[config.mk]
export PLATFORM = sky130hd
export DESIGN_NAME = ysyx_23060191_mem_arb_flat
export DESIGN_NICKNAME = d
export VERILOG_FILES = /design/src/rtl/ysyx_23060191_mem_arb_if.sv /design/src/rtl/ysyx_23060191_mem_arb.sv /design/src/flat_wrapper.sv
export SDC_FILE = /design/constraint.sdc
export NUM_CORES = 1
export LEC_CHECK = 0
export BUFFER_PORTS_ARGS = -buffer_cell sky130_fd_sc_hd__buf_2
export CELL_PAD_IN_SITES_DETAIL_PLACEMENT = 2
export CELL_PAD_IN_SITES_GLOBAL_PLACEMENT = 2
export CORE_MARGIN = 2
export CORE_UTILIZATION = 19
export CTS_CLUSTER_DIAMETER = 60
export DETAILED_ROUTE_END_ITERATION = 7
export GPL_TIMING_DRIVEN = 0
export MAX_ROUTING_LAYER = met4
export PLACE_DENSITY_LB_ADDON = 0.15
export SLEW_MARGIN = 5
export SYNTH_ARGS = -nofsm -noshare
export SYNTH_HDL_FRONTEND = slang
export SYNTH_SLANG_ARGS = --single-unit
[constraint.sdc]
create_clock -name clk -period 2 [get_ports clk]
set_clock_uncertainty 0.1 [all_clocks]
set_input_delay 0.1 -clock clk [delete_from_list [all_inputs] [get_ports clk]]
set_output_delay 0.1 -clock clk [all_outputs]
set_load 0.05 [all_outputs]
[src/rtl/ysyx_23060191_mem_arb_if.sv]
// Request/response bus shared by the fetch port, the load/store port and the memory port.
// The master drives the request fields, and the slave returns ready and the response.
interface ysyx_23060191_mem_arb_if #(
    parameter int DATA_W = 32
);
    logic              req_valid;
    logic              req_ready;
    logic [DATA_W-1:0] addr;
    logic              wen;
    logic [DATA_W-1:0] wdata;
    logic [3:0]        wmask;
    logic              resp_valid;
    logic [DATA_W-1:0] rdata;

    modport master (
        output req_valid, addr, wen, wdata, wmask,
        input  req_ready, resp_valid, rdata
    );

    modport slave (
        input  req_valid, addr, wen, wdata, wmask,
        output req_ready, resp_valid, rdata
    );
endinterface

[src/rtl/ysyx_23060191_mem_arb.sv]
// Arbitrates IFU and LSU onto one memory port, with at most one transaction outstanding.
// Define YSYX_23060191_ARB_RR_EN to break ties round-robin; by default the LSU wins ties.
module ysyx_23060191_mem_arb #(
    parameter int DATA_W = 32
) (
    input  logic clk,
    input  logic rst,
    ysyx_23060191_mem_arb_if.slave  ifu,
    ysyx_23060191_mem_arb_if.slave  lsu,
    ysyx_23060191_mem_arb_if.master mem
);
    typedef enum logic [1:0] {IDLE, REQ, WAIT} state_t;

    state_t            state_reg, state_next;
    logic              owner_lsu_reg;
    logic [DATA_W-1:0] addr_reg;
    logic              wen_reg;
    logic [DATA_W-1:0] wdata_reg;
    logic [3:0]        wmask_reg;

    logic grant_lsu;
    logic ifu_take;
    logic lsu_take;
    logic in_req;
    logic resp_hit;

`ifdef YSYX_23060191_ARB_RR_EN
    // Set to 1 when the LSU held the last grant. It resets to LSU so that the first tie goes to the IFU.
    logic last_lsu_reg;

    always_ff @(posedge clk) begin
        if (rst) begin
            last_lsu_reg <= 1'b1;
        end else if (ifu_take || lsu_take) begin
            last_lsu_reg <= lsu_take;
        end
    end

    always_comb begin
        grant_lsu = lsu.req_valid;
        if (ifu.req_valid && lsu.req_valid) begin
            grant_lsu = ~last_lsu_reg;
        end
    end
`else
    always_comb begin
        grant_lsu = lsu.req_valid;
    end
`endif

    // Every output is gated by rst, so all ports read zero during reset.
    always_comb begin
        ifu_take = ~rst && (state_reg == IDLE) && ifu.req_valid && ~grant_lsu;
        lsu_take = ~rst && (state_reg == IDLE) && lsu.req_valid && grant_lsu;
        in_req   = ~rst && (state_reg == REQ);
        resp_hit = ~rst && (state_reg == WAIT) && mem.resp_valid;
    end

    always_ff @(posedge clk) begin
        if (rst) begin
            state_reg <= IDLE;
        end else begin
            state_reg <= state_next;
        end
    end

    always_comb begin
        state_next = state_reg;
        case (state_reg)
            IDLE:    if (ifu_take || lsu_take) state_next = REQ;
            REQ:     if (mem.req_ready)        state_next = WAIT;
            WAIT:    if (mem.resp_valid)       state_next = IDLE;
            default: state_next = IDLE;
        endcase
    end

    // A fetch is always a full read: no write enable and no byte lanes.
    always_ff @(posedge clk) begin
        if (rst) begin
            owner_lsu_reg <= 1'b0;
            addr_reg      <= '0;
            wen_reg       <= 1'b0;
            wdata_reg     <= '0;
            wmask_reg     <= '0;
        end else if (lsu_take) begin
            owner_lsu_reg <= 1'b1;
            addr_reg      <= lsu.addr;
            wen_reg       <= lsu.wen;
            wdata_reg     <= lsu.wdata;
            wmask_reg     <= lsu.wmask;
        end else if (ifu_take) begin
            owner_lsu_reg <= 1'b0;
            addr_reg      <= ifu.addr;
            wen_reg       <= 1'b0;
            wdata_reg     <= '0;
            wmask_reg     <= '0;
        end
    end

    always_comb begin
        ifu.req_ready  = ifu_take;
        lsu.req_ready  = lsu_take;
        mem.req_valid  = in_req;
        mem.addr       = in_req ? addr_reg  : '0;
        mem.wen        = in_req ? wen_reg   : 1'b0;
        mem.wdata      = in_req ? wdata_reg : '0;
        mem.wmask      = in_req ? wmask_reg : '0;
        ifu.resp_valid = resp_hit && ~owner_lsu_reg;
        lsu.resp_valid = resp_hit && owner_lsu_reg;
        ifu.rdata      = (resp_hit && ~owner_lsu_reg) ? mem.rdata : '0;
        lsu.rdata      = (resp_hit && owner_lsu_reg)  ? mem.rdata : '0;
    end
endmodule

[src/flat_wrapper.sv]
// flat-port wrapper written by rule: the top's interface ports become plain ports
module ysyx_23060191_mem_arb_flat 
#(
    parameter int DATA_W = 32
)
  (clk, rst, ifu_req_valid, ifu_addr, ifu_wen, ifu_wdata, ifu_wmask, ifu_req_ready, ifu_resp_valid, ifu_rdata, lsu_req_valid, lsu_addr, lsu_wen, lsu_wdata, lsu_wmask, lsu_req_ready, lsu_resp_valid, lsu_rdata, mem_req_valid, mem_addr, mem_wen, mem_wdata, mem_wmask, mem_req_ready, mem_resp_valid, mem_rdata);
  ysyx_23060191_mem_arb_if #(.DATA_W(DATA_W)) ifu_i ();
  ysyx_23060191_mem_arb_if #(.DATA_W(DATA_W)) lsu_i ();
  ysyx_23060191_mem_arb_if #(.DATA_W(DATA_W)) mem_i ();
  input  logic clk;
  input  logic rst;
  input wire logic [$bits(ifu_i.req_valid)-1:0] ifu_req_valid;
  input wire logic [$bits(ifu_i.addr)-1:0] ifu_addr;
  input wire logic [$bits(ifu_i.wen)-1:0] ifu_wen;
  input wire logic [$bits(ifu_i.wdata)-1:0] ifu_wdata;
  input wire logic [$bits(ifu_i.wmask)-1:0] ifu_wmask;
  output wire logic [$bits(ifu_i.req_ready)-1:0] ifu_req_ready;
  output wire logic [$bits(ifu_i.resp_valid)-1:0] ifu_resp_valid;
  output wire logic [$bits(ifu_i.rdata)-1:0] ifu_rdata;
  input wire logic [$bits(lsu_i.req_valid)-1:0] lsu_req_valid;
  input wire logic [$bits(lsu_i.addr)-1:0] lsu_addr;
  input wire logic [$bits(lsu_i.wen)-1:0] lsu_wen;
  input wire logic [$bits(lsu_i.wdata)-1:0] lsu_wdata;
  input wire logic [$bits(lsu_i.wmask)-1:0] lsu_wmask;
  output wire logic [$bits(lsu_i.req_ready)-1:0] lsu_req_ready;
  output wire logic [$bits(lsu_i.resp_valid)-1:0] lsu_resp_valid;
  output wire logic [$bits(lsu_i.rdata)-1:0] lsu_rdata;
  output wire logic [$bits(mem_i.req_valid)-1:0] mem_req_valid;
  output wire logic [$bits(mem_i.addr)-1:0] mem_addr;
  output wire logic [$bits(mem_i.wen)-1:0] mem_wen;
  output wire logic [$bits(mem_i.wdata)-1:0] mem_wdata;
  output wire logic [$bits(mem_i.wmask)-1:0] mem_wmask;
  input wire logic [$bits(mem_i.req_ready)-1:0] mem_req_ready;
  input wire logic [$bits(mem_i.resp_valid)-1:0] mem_resp_valid;
  input wire logic [$bits(mem_i.rdata)-1:0] mem_rdata;
  assign ifu_i.req_valid = ifu_req_valid;
  assign ifu_i.addr = ifu_addr;
  assign ifu_i.wen = ifu_wen;
  assign ifu_i.wdata = ifu_wdata;
  assign ifu_i.wmask = ifu_wmask;
  assign ifu_req_ready = ifu_i.req_ready;
  assign ifu_resp_valid = ifu_i.resp_valid;
  assign ifu_rdata = ifu_i.rdata;
  assign lsu_i.req_valid = lsu_req_valid;
  assign lsu_i.addr = lsu_addr;
  assign lsu_i.wen = lsu_wen;
  assign lsu_i.wdata = lsu_wdata;
  assign lsu_i.wmask = lsu_wmask;
  assign lsu_req_ready = lsu_i.req_ready;
  assign lsu_resp_valid = lsu_i.resp_valid;
  assign lsu_rdata = lsu_i.rdata;
  assign mem_req_valid = mem_i.req_valid;
  assign mem_addr = mem_i.addr;
  assign mem_wen = mem_i.wen;
  assign mem_wdata = mem_i.wdata;
  assign mem_wmask = mem_i.wmask;
  assign mem_i.req_ready = mem_req_ready;
  assign mem_i.resp_valid = mem_resp_valid;
  assign mem_i.rdata = mem_rdata;
  ysyx_23060191_mem_arb #(.DATA_W(DATA_W)) u_core (.clk(clk), .rst(rst), .ifu(ifu_i), .lsu(lsu_i), .mem(mem_i));
endmodule
== Yosys cells after proc, flatten, opt, wreduce, memory -nomap -nowiden ==
Index checks and enable logic that the tools add are counted.
Storage, ports and cells
  word-level logic and storage cells: 47
  output and inout bits: 138
  bits of input ports: 176
  register bits: 72
Operators by class
  reduce and logical (&&, ||, !) cells: 14
  eq/ne operators: 5
  muxes and demuxes: 19
  bitwise gates (word level): 3
Operators by type and width (count)
  32-bit 2-to-1 mux: 8
  4-bit 2-to-1 mux: 3
  1-bit logical AND: 10
  2-bit 2-to-1 mux: 3
  2-bit inequality test (second input constant): 3
  2-bit one-hot mux with 3 select lines: 1
  1-bit 2-to-1 mux: 4
  1-bit NOT: 3
  3-bit AND reduction: 1
  2-bit by 1-bit equality test with 1-bit output (second input constant): 1
  2-bit equality test (second input constant): 1
  2-bit logical NOT: 1
  2-bit nonzero test: 1
  1-bit logical OR: 1

== Logic depth before layout (Yosys ltp) ==
  depth in word-level cells: 7
  depth in mapped cells: 6
  depth with buffers taken out: 3

== Worst setup path after synthesis ==
OpenSTA, ideal clock, no wires.
  path type: register to output
  start: register u_core.state_reg[0]
  end: output port mem_addr[17]
  cell stages (with the launch flop): 4
  data arrival time: 1589 ps
  data required time: 1800 ps
  buffers on the path: 1
  slack: 211 ps
  cells stage by stage: dfxtp_1 -> nor3b_2 -> buf_2 -> and2_1
On the way
  word-level cells in the longest chain between the ends: 3
Ends and longest elaborated chain
  from (decl): line ysyx_23060191_mem_arb.sv:14  | state_t state_reg, state_next;
  from (signal assigned): line ysyx_23060191_mem_arb.sv:63  | state_reg <= state_next;
  2-bit by 1-bit equality test with 1-bit output: line ysyx_23060191_mem_arb.sv:55  | in_req = ~rst && (state_reg == REQ);
  1-bit logical AND: line ysyx_23060191_mem_arb.sv:55
  named net mem_req_valid: line flat_wrapper.sv:28  | output wire logic [$bits(mem_i.req_valid)-1:0] mem_req_valid;
  32-bit 2-to-1 mux: line ysyx_23060191_mem_arb.sv:104  | mem.addr = in_req ? addr_reg : '0;
  to (decl): line flat_wrapper.sv:29  | output wire logic [$bits(mem_i.addr)-1:0] mem_addr;
The timed path passes the listed nets, and every way through them passes these cells.

== Worst setup path in the final report ==
  start: register u_core.state_reg[1]
  end: output port mem_wmask[2]
On the way
  word-level cells in the longest chain between the ends: 3
Ends and longest elaborated chain
  2-bit by 1-bit equality test with 1-bit output: line ysyx_23060191_mem_arb.sv:55
  1-bit logical AND: line ysyx_23060191_mem_arb.sv:55
  4-bit 2-to-1 mux: line ysyx_23060191_mem_arb.sv:107  | mem.wmask = in_req ? wmask_reg : '0;
  to (decl): line flat_wrapper.sv:32  | output wire logic [$bits(mem_i.wmask)-1:0] mem_wmask;
No other way between the ends.

==> impl_metrics.env <==
export IMPL_via_count=4491
export IMPL_drt_total_wl_um=17900
export IMPL_io_pins=314
export IMPL_avgViaCountPerCell=4.33
export IMPL_powerDensity_mw_per_mm2=641
export IMPL_cp_end_kind="output pin"
export IMPL_power_switching_mw=1.34
export IMPL_grt_pass1_vias=4909
export IMPL_initial_utilization=0.193
export IMPL_drc=0
export IMPL_synth_edf_count=0
export IMPL_power_leakage_nw=3.44
export IMPL_die_w_um=144
export IMPL_synth_distinct_cells=26
export IMPL_path_class="reg2out"
export IMPL_clk_latency_ps=330
export IMPL_clockBufferDepth=2
export IMPL_slowest_stage="dfxtp_4"
export IMPL_setup_viol=0
export IMPL_syn_nets=613
export IMPL_dieArea_mm2=0.0208
export IMPL_setup_tns_ps=0
export IMPL_yosysTopAreaCellShare=0.385
export IMPL_fp_row_count=51
export IMPL_yosysWarnings=0
export IMPL_synth_xor_area_frac=0
export IMPL_synthMuxAreaShare=0
export IMPL_cts_htree_levels=3
export IMPL_relSlewSlack=0.632
export IMPL_sequentialPowerShare=0.395
export IMPL_stdcell_count=1037
export IMPL_synth_avg_cell_area_um2=8.56
export IMPL_slew_viol_final=0
export IMPL_rsz0062_at_grt="true"
export IMPL_synthArstFlopShare=0
export IMPL_setup_slack_ps=103
export IMPL_dp_cells=977
export IMPL_path_clk_slew_ps=60
export IMPL_period_share=0.948
export IMPL_ant_nets=0
export IMPL_synthCells=437
export IMPL_clock_root_buffer="clkbuf_16"
export IMPL_clockPowerShare=0.378
export IMPL_ys_seq_area_frac=0.385
export IMPL_power_mw=4.22
export IMPL_postLayoutCoreUtil=0.339
export IMPL_synth_area_leaders="dfxtp_1, and2_1, a22o_1"
export IMPL_grt_pass1_wl_um=27000
export IMPL_startpoint="u_core.state_reg[1]"
export IMPL_cts_buffers=9
export IMPL_area_growth_pct=75.8
export IMPL_cp_arrival_ps=1700
export IMPL_ys_flop_type="dfxtp_1"
export IMPL_dp_slack_ps=-237
export IMPL_synth_area_mm2=0.00374
export IMPL_die_h_um=144
export IMPL_ir_drop_v=0.000367
export IMPL_yosysMostFrequentCell="and2_1"
export IMPL_max_stage_delay_ps=390
export IMPL_track_usage=0.171
export IMPL_wl_per_cell_um=17.2
export IMPL_gp_congestion=0.773
export IMPL_drt_first_iter_violations=66
export IMPL_start_kind="flop"
export IMPL_drive_above_1_share=0.436
export IMPL_synth_simple_gate_area_frac=0.284
export IMPL_min_delay_start="lsu_addr[24]"
export IMPL_antenna_found_initial=0
export IMPL_ys_top_cells_by_count="and2_1, dfxtp_1, a22o_1"
export IMPL_portBuffers=275
export IMPL_p_int_mw=2.88
export IMPL_cts_tree="built"
export IMPL_core_area_mm2=0.0194
export IMPL_hold_violations=0
export IMPL_drt_pass1_iterations=4
export IMPL_clock_sinks=72
export IMPL_period_minus_slack_ps=1900
export IMPL_tightest_slew_ps=552
export IMPL_overflow=0
export IMPL_yosysTopAreaCell="dfxtp_1"
export IMPL_sw_frac_of_total=0.317
export IMPL_cp_max_fo=10
export IMPL_grt_max_degree=16
export IMPL_hold_path_class="in2reg"
export IMPL_status="finished clean"
export IMPL_dp_hpwl_um=13400
export IMPL_synthAdderAreaFrac=0
export IMPL_synth_top_family_by_area="simple AND/OR/NAND/NOR gates"
export IMPL_synth_compound_area_frac=0.243
export IMPL_ys_seq_elements=72
export IMPL_pwr_share_comb=0.228
export IMPL_r2r_start="u_core.state_reg[1]"
export IMPL_nets=942
export IMPL_max_freq_mhz=527
export IMPL_required_ps=1800
export IMPL_cap_violations=0
export IMPL_cp_cell_sequence="nor3b_4 > buf_4 > clkbuf_4 > and2_1 > buf_2"
==> final timing paths <==
kind | end | slack [ps] | depth (start not counted)
worst max-delay path | mem_wmask[2] | 100 | 5
worst min-delay path | u_core.addr_reg[24] | 70 | 4
worst max register to register | u_core.addr_reg[20] | 400 | 5
worst min register to register | u_core.wdata_reg[24] | 370 | 1
==> what timing repair did <==
item | CTS | global route
buffers inserted | 3 | 1
gates resized for setup | 57 | 151
hold buffers | 39 | 0
endpoints found under the setup margin | 137 | 124
endpoints found under the hold margin | 39 | 0
pin swaps | 1 | 1
==> power by group through the flow <==
stage               logic (mW)  clock network (mW)  registers [mW]
floorplan                0.541                   0            1.66
global placement         0.835                   0            1.68
detailed placement       0.857                   0            1.69
CTS                      0.948                1.65            1.66
global route              1.06                1.71            1.68
finish                   0.960                1.59            1.66
==> worst max-delay path, delay by kind of cell (launching register included) <==
kind / cells / cell delay, ps
flip-flops: 1 / 390
AND/OR/NAND/NOR: 2 / 360
buffers and inverters: 3 / 610
==> layout by cell type (no fill, tap or decap), types with 3 or more instances in the layout <==
master,netlist,final
a221oi_1,31,31
a22o_1,38,38
and2_1,133,133
buf_2,18,167
buf_4,3,76
buf_6,0,4
clkbuf_1,21,11
clkbuf_16,0,9
clkbuf_4,0,62
clkinvlp_4,0,3
dfxtp_1,72,70
dlygate4sd3_1,0,39
inv_1,35,35
nor2_1,37,35
o22a_1,31,31
==> kinds of logic after synthesis <==
group,Yosys count
buffers and inverters,78
AND/OR/NAND/NOR,182
flip-flops,72
AO/OA/AOI/OAI,105
==> metal layers <==
metal | GRT usage | share of wire | up-vias
li1 | - | - | 2155
met1 | 0.197 | 0.42 | 2170
met2 | 0.299 | 0.50 | 155
met3 | 0.0454 | 0.072 | 11
met4 | 0.0368 | 0.010 | 0
met5 | - | 0 | -
==> through the flow <==
step | instance area, um^2 | hold slack, ps
4_1_cts | 6300 | 68.1
3_3_place_gp | 5450 | 220
3_5_place_dp | 5450 | 222
6_report | 6580 | 74.5
2_1_floorplan | 3740 | 133
5_1_grt | 6580 | 85.2
==> layout make-up <==
type | instances | area [um^2]
clock buffers | 9 | 225
multi-input cells | 287 | 2010
flip-flops and latches | 72 | 1450
plain buffers | 43 | 243
diodes | 1 | 2.50
inverters | 35 | 131
repair buffers | 318 | 2120
clock inverters | 7 | 62.6
well taps | 265 | 332
fillers | 2284 | 12800
Note: power is estimated with default switching activity, not from simulation.
